===== config.mk =====
export PLATFORM = sky130hd
export DESIGN_NAME = seq_mult
export DESIGN_NICKNAME = d
export VERILOG_FILES = /design/src/rtl/seq_mult.sv
export SDC_FILE = /design/constraint.sdc
export NUM_CORES = 1
export LEC_CHECK = 0
export CAP_MARGIN = 20
export CORE_UTILIZATION = 50
export CTS_CLUSTER_SIZE = 20
export DETAILED_ROUTE_END_ITERATION = 6
export GPL_TIMING_DRIVEN = 0
export HOLD_SLACK_MARGIN = 0.02
export PLACE_DENSITY = 0.74
export SYNTH_ARGS = -nofsm -noshare
export SYNTH_HDL_FRONTEND = slang
export SYNTH_SLANG_ARGS = --single-unit

===== constraint.sdc =====
create_clock -name clk -period 3.19 [get_ports clk]
set_clock_uncertainty 0.1 [all_clocks]
set_input_delay 0.319 -clock clk [delete_from_list [all_inputs] [get_ports clk]]
set_output_delay 0.319 -clock clk [all_outputs]
set_load 0.02 [all_outputs]

===== src/rtl/seq_mult.sv =====
// ============================================================================
// Module   : seq_mult (with helper nbits_adder)
// Purpose  : Radix-2 iterative signed multiplier, one N-bit add per clock,
//            start/done handshake, sign applied after magnitude multiply.
// Revision : 1.0 - initial release
// ============================================================================
`default_nettype none

module nbits_adder #(
    parameter int N = 8
) (
    input  logic [N-1:0] a,
    input  logic [N-1:0] b,
    input  logic         CarryIn,
    output logic [N-1:0] sum,
    output logic         CarryOut
);
    assign {CarryOut, sum} = {1'b0, a} + {1'b0, b} + {{N{1'b0}}, CarryIn};
endmodule

module seq_mult #(
    parameter int N = 8
) (
    input  logic           clk,
    input  logic           rst_n,
    input  logic           start,
    input  logic [N-1:0]   a,
    input  logic [N-1:0]   b,
    output logic [2*N-1:0] product,
    output logic           done,
    output logic           busy
);
    localparam int            CW     = (N > 2) ? $clog2(N) : 1;
    localparam logic [N-1:0]   c_ONE  = {{(N-1){1'b0}}, 1'b1};
    localparam logic [2*N-1:0] c_ONE2 = {{(2*N-1){1'b0}}, 1'b1};
    localparam logic [CW-1:0]  c_LAST = CW'(N - 1);
    localparam logic [CW-1:0]  c_INC  = {{(CW-1){1'b0}}, 1'b1};

    typedef enum logic [1:0] {
        S_IDLE = 2'd0,
        S_CALC = 2'd1,
        S_SIGN = 2'd2,
        S_DONE = 2'd3
    } state_t;

    state_t           r_state;
    state_t           w_next;
    logic [N-1:0]     r_mcand;
    logic [N-1:0]     r_mplier;
    logic [N-1:0]     r_acc;
    logic [CW-1:0]    r_cnt;
    logic             r_neg;
    logic [2*N-1:0]   r_product;
    logic             r_done;
    logic             r_busy;

    logic [N-1:0]     w_abs_a;
    logic [N-1:0]     w_abs_b;
    logic [N-1:0]     w_addend;
    logic [N-1:0]     w_sum;
    logic             w_cout;
    logic [2*N-1:0]   w_p;

    // -2^(N-1) negates to itself, which read unsigned is exactly 2^(N-1).
    assign w_abs_a  = a[N-1] ? (~a + c_ONE) : a;
    assign w_abs_b  = b[N-1] ? (~b + c_ONE) : b;
    assign w_addend = r_mplier[0] ? r_mcand : {N{1'b0}};
    assign w_p      = {r_acc, r_mplier};

    nbits_adder #(.N(N)) u_adder (
        .a        (r_acc),
        .b        (w_addend),
        .CarryIn  (1'b0),
        .sum      (w_sum),
        .CarryOut (w_cout)
    );

    always_ff @(posedge clk or negedge rst_n) begin
        if (!rst_n) begin
            r_state <= S_IDLE;
        end else begin
            r_state <= w_next;
        end
    end

    always_comb begin
        w_next = r_state;
        case (r_state)
            S_IDLE:  if (start) w_next = S_CALC;
            S_CALC:  if (r_cnt == c_LAST) w_next = S_SIGN;
            S_SIGN:  w_next = S_DONE;
            S_DONE:  w_next = S_IDLE;
            default: w_next = S_IDLE;
        endcase
    end

    always_ff @(posedge clk or negedge rst_n) begin
        if (!rst_n) begin
            r_mcand   <= '0;
            r_mplier  <= '0;
            r_acc     <= '0;
            r_cnt     <= '0;
            r_neg     <= 1'b0;
            r_product <= '0;
            r_done    <= 1'b0;
            r_busy    <= 1'b0;
        end else begin
            case (r_state)
                S_IDLE: begin
                    if (start) begin
                        r_mcand  <= w_abs_a;
                        r_mplier <= w_abs_b;
                        r_neg    <= a[N-1] ^ b[N-1];
                        r_acc    <= '0;
                        r_cnt    <= '0;
                        r_busy   <= 1'b1;
                    end
                end
                S_CALC: begin
                    // Shift {carry, sum} right into {acc, mplier}.
                    r_acc    <= {w_cout, w_sum[N-1:1]};
                    r_mplier <= {w_sum[0], r_mplier[N-1:1]};
                    r_cnt    <= r_cnt + c_INC;
                end
                S_SIGN: begin
                    r_product <= r_neg ? (~w_p + c_ONE2) : w_p;
                    r_done    <= 1'b1;
                end
                S_DONE: begin
                    r_done <= 1'b0;
                    r_busy <= 1'b0;
                end
                default: begin
                    r_done <= 1'b0;
                    r_busy <= 1'b0;
                end
            endcase
        end
    end

    assign product = r_product;
    assign done    = r_done;
    assign busy    = r_busy;

endmodule

`default_nettype wire


==> run_results.csv, run 1 <==
group,metric,value,unit
die,ioPinCount,37,
clock_network,post_cts.resized_instances,0,
global_route,globalRoute.totalOverflow,0,
synth,synthSimpleGateAreaFrac,16.55,%
global_route,grt_pass1_wl,9756,um
setup_path,critical_path_peak_fanout,10,
sta,timing.final.hold_violations,0,
clock_network,numClockSinks,48,
outcome,outcome,"finished clean",
global_route,first_global_vias,2141,
setup_path,worstSetupStartpointType,"flop",
setup_path,path_cells,"clkbuf_1, and2_1, ha_1, fa_1, a21oi_1, o211ai_1, a21o_1, a211oi_1, o21ai_0",
detailed_routing,routed_via_density,5.298,
setup_path,critical_path.max_stage_delay,0.44,ns
clock_network,clock_insertion_delay_worst_skew,0.30,ns
final_layout,drive_above_1_share,5.650,%
synth,syn_avg_cell_area,9.267,sq um
run,drv.max_cap_violation_count,0,
synth,synth_most_common_cell,"sky130_fd_sc_hd__dfrtp_1",
synth,postSynthRegisterBits,48,
clock_network,clock_slew_seen_by_the_registers_of_the_worst_setup_and_hold_paths,0.09,ns
setup_path,critPathKind,"reg -> reg",
synth,synth_mux_area_share,3.179,%
synth,syn_inst,310,
sta,setup-violations-final,0,
setup_path,worstPathArrival,2.68,ns
power_and_ir_drop,static-leakage-power,1.554,nW
synth,synthesis.nets,347,
sta,grt_setup_unrepaired,"false",
synth,yosysWarnings,0,
final_layout,register_area,1201,sq um
clock_network,cts_buffer_depth,2,
clock_network,htree_num_levels,2,
detailed_routing,drt_pass1_iterations,4,
clock_network,clock-root-buffer,"sky130_fd_sc_hd__clkbuf_8",
die,die-width,77.80,um
setup_path,crit_slowest_cell,"sky130_fd_sc_hd__dfrtp_1",
synth,synth_async_sr_flop_share,100.0,%
sta,slew-limit-headroom,45.45,%
setup_path,critPathCaptureType,"flop",
synth,synthDistinctLibCells,37,
synth,yosys.area_share.xor_xnor,9.146,%
synth,post_synth_fa_ha_maj_area_fraction,8.101,%
final_layout,final_nets,390,
sta,final_period_minus_worst_setup_slack,2.596,ns
placement,port_buffers,34,
final_layout,fill_cells,475,
detailed_routing,vias,2257,
power_and_ir_drop,power.density_cell_area,937.0,nW/um^2
sta,finalMaxSlewViolations,0,
hold_path,min-delay-path-class,"in -> async",
sta,totalNegativeSetupSlack,0,ns
global_route,gr-usage-all-layers,20.54,%
die,start_util,52.17,%
synth,top_post_synthesis_cells_by_count,"sky130_fd_sc_hd__dfrtp_1 (48), sky130_fd_sc_hd__nand2_1 (39), sky130_fd_sc_hd__o21ai_0 (31)",
die,floorplan.die_area,6053,sq um
synth,synthDominantCellAreaShare,41.81,%
placement,place.detailed.hpwl,4490,um
detailed_routing,drt_drc_violations_left,0,
synth,leading_area_contributor_after_synthesis,"sky130_fd_sc_hd__dfrtp_1",
die,fp.dieH,77.80,um
synth,synth_enable_flop_cells,0,
detailed_routing,drt-total-wl,5709,um
final_layout,fin_util,62.46,%
clock_network,tritoncts,"built",
die,number_of_rows_created_at_floorplan,27,
final_layout,insertedDiodeCount,0,
synth,ys_top_cells_by_area,"sky130_fd_sc_hd__dfrtp_1 (42%), sky130_fd_sc_hd__ha_1 (7.4%), sky130_fd_sc_hd__xor2_1 (6.1%)",
sta,fmaxAchievable,0.3853,GHz
global_route,antenna_found_initial,0,
synth,synth_top_family_by_area,"compound AO/OA/AOI/OAI gates",
detailed_routing,final_antenna_net_count,0,
placement,globalplace.congestion,0.8753,
power_and_ir_drop,power.total,3.223,mW
sta,timing_worst_slew_pin_value,0.7955,ns
synth,synth_top_flop_cell,"sky130_fd_sc_hd__dfrtp_1",
die,core_area,5507,sq um
setup_path,critical_path.startpoint,"r_mplier[0]$_DFFE_PN0P_",
clock_network,numCtsBuffers,5,
final_layout,multi_input_area,1563,sq um
setup_path,rr_startpoint,"r_mplier[0]$_DFFE_PN0P_",
synth,combined_area_of_all_synthesized_cells,2873,sq um
synth,synth_compound_gate_area_share,17.42,%
power_and_ir_drop,ir_worst_vdd,0.5050,mV
detailed_routing,detail_route.wl_per_cell,13.40,um
detailed_routing,drt_iter0_drc,78,
setup_path,worstPathRequired,3.28,ns
sta,final_min_period_over_clock_period,81.36,%
setup_path,timing.reg2reg.setup_slack,0.59,ns
global_route,grt_max_degree,35,
synth,synth_seq_area_share,41.81,%
final_layout,flow.area_growth_from_synthesis,19.73,%
[kinds of logic after synthesis]
kind of cell | Yosys count
AO/OA/AOI/OAI | 80
XOR/XNOR | 30
adder cells (fa/ha/maj) | 18
buffers and inverters | 27
flip-flops | 48
multiplexers | 9
AND/OR/NAND/NOR | 98
[worst max-delay path, delay by kind of cell (launching register included)]
kind                     cells  cell delay (ns)
AO/OA/AOI/OAI                5             0.91
adder cells (fa/ha/maj)      2             0.63
flip-flops                   1             0.44
buffers and inverters        1             0.22
AND/OR/NAND/NOR              1             0.19
[power by group]
part / switching (mW) / internal [mW]
clock network: 0.211 / 0.232
registers: 0.227 / 0.871
logic: 0.949 / 0.733
[path summary, 6_finish.rpt]
kind | end | depth (start not counted)
min | product[3]$_DFFE_PN0P_ | 2
max in group asynchronous | r_acc[1]$_DFFE_PN0P_ | 3
max | r_acc[7]$_DFFE_PN0P_ | 9
max reg2reg | r_acc[7]$_DFFE_PN0P_ | 9
min reg2reg | r_mcand[5]$_DFFE_PN0P_ | 2
min in group clk | r_mcand[1]$_DFFE_PN0P_ | 3
[per-layer routing]
metal	up-vias	routed length [um]	track usage [%]	share of wire, %
met5	-	0	0	0
met4	0	77	6.415	1.3
met3	9	156	3.294	2.7
met2	36	2828	36.19	50
met1	1061	2646	25.60	46
li1	1151	-	-	-
[flip-flops by register name, indices dropped and copies added, names as in the netlist]
register and cells:
r_cnt 3, busy 1, r_state 2, r_mcand 8
done 1, product 16, r_mplier 8, r_neg 1
r_acc 8
[layout make-up]
class / instances / area share (%)
Inverter: 14 / 1.528
Clock inverter: 3 / 1.237
Buffer: 13 / 1.637
Sequential cell: 48 / 34.92
Timing Repair Buffer: 36 / 10.62
Clock buffer: 5 / 2.001
Multi-Input combinational cell: 235 / 45.43
Tap cell: 72 / 2.619
[cell usage in the layout, fill, tap and decap left out, types with 2 or more instances in the layout]
| cell type | netlist | final |
|---|---|---|
| sky130_fd_sc_hd__dfrtp_1 | 48 | 48 |
| sky130_fd_sc_hd__nand2_1 | 39 | 39 |
| sky130_fd_sc_hd__clkdlybuf4s50_1 | 0 | 33 |
| sky130_fd_sc_hd__o21ai_0 | 31 | 31 |
| sky130_fd_sc_hd__nor2_1 | 27 | 27 |
| sky130_fd_sc_hd__a21oi_1 | 24 | 24 |
| sky130_fd_sc_hd__xor2_1 | 20 | 20 |
| sky130_fd_sc_hd__ha_1 | 17 | 17 |
| sky130_fd_sc_hd__inv_1 | 14 | 14 |
| sky130_fd_sc_hd__clkbuf_1 | 11 | 11 |
| sky130_fd_sc_hd__and2_1 | 10 | 10 |
| sky130_fd_sc_hd__xnor2_1 | 10 | 10 |
| sky130_fd_sc_hd__mux2i_1 | 8 | 8 |
| sky130_fd_sc_hd__o31ai_1 | 7 | 7 |
| sky130_fd_sc_hd__nor2b_1 | 5 | 5 |
| sky130_fd_sc_hd__clkbuf_8 | 0 | 5 |
| sky130_fd_sc_hd__or3_1 | 4 | 4 |
| sky130_fd_sc_hd__o41ai_2 | 3 | 3 |
| sky130_fd_sc_hd__nor3_1 | 3 | 3 |
| sky130_fd_sc_hd__a211oi_1 | 3 | 3 |
| sky130_fd_sc_hd__a22o_1 | 3 | 3 |
| sky130_fd_sc_hd__nor3_2 | 2 | 2 |
| sky130_fd_sc_hd__nand3_1 | 2 | 2 |
| sky130_fd_sc_hd__nand2b_1 | 2 | 2 |
| sky130_fd_sc_hd__o211ai_1 | 2 | 2 |
| sky130_fd_sc_hd__a21o_1 | 2 | 2 |
[through the flow]
| step | instance area, sq um | setup slack, ns | cells | hold slack (ns) |
|---|---|---|---|---|
| after floorplan | 2873 | 0.9038 | 310 | -0.07659 |
| after global routing | 3440 | 0.4548 | 426 | 0.3754 |
| after detailed placement | 3318 | 0.6082 | 417 | 0.1405 |
| final | 3440 | 0.5945 | 426 | 0.3397 |
| after CTS | 3440 | 0.5894 | 426 | 0.3448 |
| after global placement | 3303 | 0.4162 | 416 | 0.3551 |
[what timing repair did]
item | CTS | global route
hold buffers | 1 | 0
hold endpoints to repair | 14 | 0
buffers inserted | 0 | 0
Note: power is estimated with default switching activity, not from simulation.
==> run 2: changes to the inputs <==
==> constraint.sdc (replaced) <==
create_clock -name clk -period 2.4 [get_ports clk]
set_clock_uncertainty 0.1 [all_clocks]
set_input_delay 0.24 -clock clk [delete_from_list [all_inputs] [get_ports clk]]
set_output_delay 0.24 -clock clk [all_outputs]
set_load 0.02 [all_outputs]
==> run_results.csv, run 2 (synthesis gave the netlist of run 1 again) <==
group,metric,value,unit
outcome,outcome,"finished clean",
setup_path,critical_path_peak_fanout,9,
power_and_ir_drop,internal_power,2.468,mW
final_layout,layout.cells.most_common,"sky130_fd_sc_hd__dfrtp_1",
final_layout,final_nets,391,
power_and_ir_drop,switchingPower,1.847,mW
sta,finalMaxSlewViolations,0,
final_layout,largest_register_ff_count,16,
sta,totalNegativeSetupSlack,0,ns
sta,slew-limit-headroom,64.67,%
final_layout,multi_input_area,1578,sq um
detailed_routing,route.met2.wl,2851,um
die,ioPinCount,37,
clock_network,htree_num_levels,2,
power_and_ir_drop,clock_power_share,13.5,%
detailed_routing,met1_length,2565,um
sta,timing.final.hold_violations,0,
setup_path,critPathCaptureType,"flop",
setup_path,r2r-end,"r_acc[7]$_DFFE_PN0P_",
setup_path,critical_path.startpoint,"r_mplier[0]$_DFFE_PN0P_",
sta,fmaxAchievable,0.4375,GHz
global_route,grt_max_degree,35,
placement,placed_standard_cell_area,3318,sq um
final_layout,drive_above_1_share,7.606,%
power_and_ir_drop,combinationalPowerShare,52.5,%
sta,grt_setup_unrepaired,"false",
power_and_ir_drop,power.switching_fraction,42.81,%
setup_path,worstPathRequired,2.49,ns
final_layout,post-route-cell-area,3467,sq um
final_layout,fill_cells,472,
die,floorplan.die_area,6053,sq um
power_and_ir_drop,power.total,4.315,mW
global_route,gr-usage-all-layers,20.51,%
sta,timing_worst_slew_pin_value,0.5196,ns
power_and_ir_drop,static-leakage-power,1.560,nW
placement,globalplace.congestion,0.8753,
detailed_routing,highest_routed_layer,"met4",
power_and_ir_drop,ir_worst_vdd,0.6769,mV
setup_path,critPathKind,"reg -> reg",
final_layout,insertedDiodeCount,0,
setup_path,timing.reg2reg.setup_slack,0.11,ns
die,die-width,77.80,um
final_layout,flow.area_growth_from_synthesis,20.69,%
setup_path,r2r.worst_path.cells,8,
placement,pre_cts_ws,-0.1818,ns
sta,final_period_minus_worst_setup_slack,2.286,ns
placement,port_buffers,34,
global_route,antenna_found_initial,0,
final_layout,register_area,1202,sq um
final_layout,fin_util,62.96,%
power_and_ir_drop,power.density_cell_area,1245,nW/um^2
setup_path,worstSetupStartpointType,"flop",
detailed_routing,drt-total-wl,5732,um
sta,layout_setup_ws,0.1144,ns
clock_network,numClockSinks,48,
die,start_util,52.17,%
clock_network,cts_buffer_depth,2,
global_route,grt_pass1_wl,9742,um
detailed_routing,detailroute.wirelength.met3,237,um
hold_path,min-delay-path-class,"in -> async",
sta,setup-violations-final,0,
final_layout,most-common-layout-cells,"sky130_fd_sc_hd__dfrtp_1 (47), sky130_fd_sc_hd__nand2_1 (39), sky130_fd_sc_hd__clkdlybuf4s50_1 (33)",
die,core_area,5507,sq um
clock_network,clock_insertion_delay_worst_skew,0.30,ns
detailed_routing,detail_route.wl_per_cell,13.42,um
detailed_routing,routed_via_density,5.323,
detailed_routing,vias,2273,
detailed_routing,drt_drc_violations_left,0,
detailed_routing,drt_pass1_iterations,4,
setup_path,worstPathArrival,2.38,ns
clock_network,clock-root-buffer,"sky130_fd_sc_hd__clkbuf_8",
detailed_routing,final_antenna_net_count,0,
setup_path,rr_startpoint,"r_mplier[0]$_DFFE_PN0P_",
detailed_routing,drt_iter0_drc,78,
placement,place.detailed.hpwl,4490,um
sta,final_min_period_over_clock_period,95.23,%
global_route,first_global_vias,2140,
clock_network,numCtsBuffers,5,
power_and_ir_drop,power.share.sequential,34.0,%
clock_network,clock_slew_seen_by_the_registers_of_the_worst_setup_and_hold_paths,0.09,ns
die,number_of_rows_created_at_floorplan,27,
run,drv.max_cap_violation_count,0,
global_route,globalRoute.totalOverflow,0,
die,fp.dieH,77.80,um
clock_network,tritoncts,"built",
==> run 2: cell types whose count changed in the layout (fill, tap and decap cells not counted) <==
cell | previous run | this run
sky130_fd_sc_hd__a21oi_1 | 24 | 23
sky130_fd_sc_hd__dfrtp_1 | 48 | 47
sky130_fd_sc_hd__mux2i_1 | 8 | 7
sky130_fd_sc_hd__a211oi_2 | 0 | 1
sky130_fd_sc_hd__a211oi_1 | 3 | 2
sky130_fd_sc_hd__fa_1 | 1 | 0
sky130_fd_sc_hd__fa_2 | 0 | 1
sky130_fd_sc_hd__mux2i_2 | 0 | 1
sky130_fd_sc_hd__buf_4 | 0 | 2
sky130_fd_sc_hd__clkbuf_1 | 11 | 10
sky130_fd_sc_hd__a21oi_2 | 0 | 1
sky130_fd_sc_hd__dfrtp_2 | 0 | 1
==> run 2: area by class of cell <==
| class | instances | area share [%] |
|---|---|---|
| Sequential cell | 48 | 34.68 |
| Inverter | 14 | 1.516 |
| Tap cell | 72 | 2.598 |
| Multi-Input combinational cell | 235 | 45.51 |
| Timing Repair Buffer | 38 | 10.97 |
| Clock inverter | 3 | 1.227 |
| Clock buffer | 5 | 1.985 |
| Buffer | 12 | 1.516 |
==> run 2: worst max path at each step <==
stage / slack, ns / endpoint
finish: 0.11 / r_acc[7]$_DFFE_PN0P_
global route: 0.02 / r_acc[7]$_DFFE_PN0P_
CTS: 0.02 / r_acc[7]$_DFFE_PN0P_
detailed placement: -0.18 / r_acc[7]$_DFFE_PN0P_
global placement: -0.29 / r_mcand[1]$_DFFE_PN0P_
floorplan: 0.11 / r_acc[7]$_DFFE_PN0P_
==> run 2: layer usage <==
layer	track usage, %	vias to the layer above
li1	-	1151
met1	25.53	1064
met2	36.19	49
met3	3.294	9
met4	6.415	0
met5	0	-
==> run 2: what timing repair did <==
action	in CTS	in global routing
endpoints found under the setup margin	3	11
setup buffers	0	2
hold buffers	1	0
resized for setup	2	3
endpoints found under the hold margin	14	0
==> run 2: critical path: stages, from the launching register on <==
cell and delay [ns]:
sky130_fd_sc_hd__dfrtp_2 0.46, sky130_fd_sc_hd__and2_1 0.16, sky130_fd_sc_hd__ha_1 0.23, sky130_fd_sc_hd__fa_2 0.38, sky130_fd_sc_hd__a21oi_2 0.17, sky130_fd_sc_hd__o211ai_1 0.12, sky130_fd_sc_hd__a21o_1 0.21, sky130_fd_sc_hd__a211oi_1 0.24
sky130_fd_sc_hd__o21ai_0 0.10
==> run 2: per-stage QoR <==
step | instances | hold slack [ns]
finish | 427 | 0.2616
CTS | 425 | 0.2658
global route | 427 | 0.2964
detailed placement | 417 | 0.06146
global placement | 416 | 0.3551
floorplan | 310 | -0.1556
==> run 2: power groups by stage <==
stage                     clock (mW)  sequential (mW)  combinational, mW
after CTS                      0.595             1.48               2.24
after floorplan                    0             1.59               1.40
after global placement             0             1.46               2.18
after global routing           0.630             1.51               2.53
after detailed placement           0             1.47               2.24
final                          0.584             1.47               2.27
==> RTL change 1 (settings of run 1) <==
Register the output `product` once more, with the module's reset; this adds one clock of latency there. The other outputs are not delayed to match.
--- a/src/rtl/seq_mult.sv
+++ b/src/rtl/seq_mult.sv
@@ -139,5 +139,11 @@
     end
 
-    assign product = r_product;
+    always_ff @(posedge clk or negedge rst_n) begin
+        if (!rst_n) begin
+            product <= '0;
+        end else begin
+            product <= r_product;
+        end
+    end
     assign done    = r_done;
     assign busy    = r_busy;
Function: same outputs for any inputs over 10 cycles, from zero or initial values and one cycle with rst_n low; that may be too few to reach the edited logic, so the function may still have changed.
==> RTL change 1 against run 1 <==
Final area up 15%. Sequential cell count increased by 16. Wire length grew 4.7%. Setup slack improved by 0.078 ns. Synthesized area rose by 15%. Non-clock buffer count is the same. Clock power increased by 63%. Worst hold slack lost 0.066 ns. Power increased by 23%. Critical path type unchanged. Critical endpoint is now r_acc[5]. Largest power group unchanged.
==> RTL change 1: results (changes against run 1) <==
stage;metric;value;unit;change
clocking;cts_buffers;9;;+4
detailed_routing;routed-wl-met2;2750;µm;-2.6%
yosys;synth_fa_ha_area_frac;0.0705;;-0.0106
worst_setup_path;critPathSlowestCell;fa_1;;
clocking;path_clk_slew;0.07;ns;-0.02 ns
yosys;syn_nets;354;;+2.0%
power;powerClk;0.000722;W;+63%
power;p_leak;1.77;nW;+14%
yosys;synthTopCellsByArea;dfrtp_1 48%, ha_1 6.4%, xnor2_1 4.8%, o21ai_0 4.2%, nand2_1 4.2%;;
finish;bufAreaShareNonClock;0.105;;-0.0180
worst_hold_path;hold_path_class;reg -> reg;;
sta;worst_pin_slew;0.774;ns;-0.0219 ns
finish;seq-cell-share;0.403;;+0.0542
clocking;clock_latency;0.35;ns;+0.05 ns
yosys;synth_xor_area_frac;0.0795;;-0.0119
worst_setup_path;crit_arrival;2.64;ns;-0.04 ns
placed_design;hpwl;4500;µm;+0.20%
global_route;use_met3;0.0567;;+0.0237
power;ir_drop;499;µV;-1.1%
yosys;synth.distinct_cells;45;;+22%
finish;fin_nets;401;;+2.8%
detailed_routing;routed_wl;5980;µm;+4.7%
finish;inverters_excl_clock;12;;-2
detailed_routing;wl_per_cell;13.4;µm;+0.24%
status;status;finished, final reports clean;;
power;powerDensity;999;nW/µm²;+6.6%
placed_design;gp_congestion;0.899;;+2.7%
==> RTL change 1: changes by cell type in the layout (fill, tap and decap cells not counted), moves of 7 or more <==
| cell | delta |
|---|---|
| xnor2_1 | +8 |
| a21oi_1 | -7 |
| dfrtp_1 | +16 |
| xor2_1 | -8 |
| nor2_1 | -9 |
| clkbuf_8 | +7 |
==> RTL change 1: path summary, 6_finish.rpt <==
path	cells after the start	to	start	slack, ns
max in group asynchronous	3	product[14]	rst_n	1.90
worst min-delay path	0	product[8]	r_product[8]	0.27
min in group asynchronous	2	product[0]	rst_n	0.48
worst max register to register	9	r_acc[5]	r_mplier[0]	0.67
worst max-delay path	9	r_acc[5]	r_mplier[0]	0.67
worst min register to register	0	product[8]	r_product[8]	0.27
==> RTL change 1: through the flow <==
step	setup WS (ns)	total power, W
2_1_floorplan	0.990	0.00269
3_3_place_gp	-0.260	0.00320
3_5_place_dp	0.698	0.00327
4_1_cts	0.659	0.00399
5_1_grt	0.404	0.00427
6_report	0.672	0.00397
==> RTL change 2 (config.mk and constraints of run 1) <==
Without the edit above. `N` is set to 8 in 2 places; all go to 16.
--- a/src/rtl/seq_mult.sv
+++ b/src/rtl/seq_mult.sv
@@ -8,5 +8,5 @@
 
 module nbits_adder #(
-    parameter int N = 8
+    parameter int N = 16
 ) (
     input  logic [N-1:0] a,
@@ -20,5 +20,5 @@
 
 module seq_mult #(
-    parameter int N = 8
+    parameter int N = 16
 ) (
     input  logic           clk,
Ports: changed (resized a, b and product); port bits go from 37 to 69. No check against the original RTL was run, so the function may have changed too.
==> RTL change 2 against run 1 <==
Sequential cell count increased by 41. Synthesized area increased by 94%. Final area increased by 95%. Die area increased by 91%. Wire length increased to 2.5 times the old value. Via count increased by 120%. Setup slack got worse by 0.43 ns. Critical path type unchanged. Final cell count increased by 99%. Power increased by 120%.
==> RTL change 2: results (changes against run 1) <==
stage;metric;value;unit;change
global_route;grtUsageTotal;0.266;;+0.0602
finish;inverters_excl_clock;16;;+2
sta;final.period_utilization;0.949;;+0.136
worst_setup_path;slowest_delay;0.57;ns;+0.13 ns
worst_setup_path;rrSetupSlack;0.16;ns;-0.43 ns
finish;largest_reg_flops;32;;+16
yosys;synth.mux.area_fraction;0.0135;;-0.0183
finish;bufAreaShareNonClock;0.124;;+0.00131
yosys;synth_compound_area_frac;0.220;;+0.0456
clocking;clock_latency;0.36;ns;+0.06 ns
clocking;clock_sinks;89;;+85%
power;p_leak;2.89;nW;+86%
finish;clk_share;0.0336;;+0.00126
status;status;finished, final reports clean;;
finish;drive_gt1_frac;0.0595;;+0.00299
finish;clkbuf_count;13;;+8
finish;nFillCells;980;;+110%
detailed_routing;drtPass1Iterations;5;;+1
yosys;synthTopCellsByArea;dfrtp_1 40%, xor2_1 7.7%, a21oi_1 5.8%, ha_1 5.4%, nor2_1 4.5%;;
finish;syn2layout_area_growth;20.0;%;
yosys;synth_xor_area_frac;0.102;;+0.0106
yosys;syn_nets;680;;+96%
yosys;synth.distinct_cells;58;;+57%
finish;buffers;100;;+100%
global_route;grt_pass1_wl;23800;µm;+140%
detailed_routing;drtIter0Drc;335;;+330%
yosys;yosysSeqAreaShare;0.399;;-0.0188
sta;worst_pin_slew;0.641;ns;-0.154 ns
finish;fin_nets;761;;+95%
yosys;synthTopCellsByCount;89 x dfrtp_1, 67 x nor2_1, 65 x a21oi_1;;
detailed_routing;num_vias;4906;;+120%
placed_design;port_buffers;68;;+100%
yosys;syn_avg_cell_area;9.00;µm²;-2.9%
global_route;grt_max_degree;63;;+80%
sta;whs;0.310;ns;-0.0297 ns
clocking;cts_buffers;9;;+4
finish;multi_input_area;3180;µm²;+100%
yosys;synth_fa_ha_area_frac;0.0574;;-0.0236
power;ir_drop;531;µV;+5.2%
worst_setup_path;crit_end;r_acc[12];;
finish;multi_input_cells;485;;+110%
-- RTL change 2: metal layers --
metal / part of all wire / global-route usage
met5: 0 / 0
met4: 0.022 / 0.113
met3: 0.049 / 0.0291
met2: 0.48 / 0.448
met1: 0.45 / 0.346
-- RTL change 2: worst reg2reg max path, delay by kind of cell, from the launching register on --
family | cells | cell delay [ns]
AO/OA/AOI/OAI | 4 | 1.03
AND/OR/NAND/NOR | 3 | 0.65
flip-flops | 1 | 0.57
buffers and inverters | 2 | 0.34
adder cells (fa/ha/maj) | 1 | 0.22
-- RTL change 2: timing repair --
| item | in CTS | in global routing |
|---|---|---|
| setup endpoints to repair | 0 | 8 |
| endpoints found under the hold margin | 27 | 0 |
| resized for setup | 0 | 2 |
| hold buffers | 1 | 0 |
-- RTL change 2: power by group --
| part | switching [W] | internal [W] | total (W) |
|---|---|---|---|
| clock | 0.000417 | 0.000450 | 0.000867 |
| combinational | 0.00238 | 0.00170 | 0.00408 |
| sequential | 0.000493 | 0.00163 | 0.00213 |
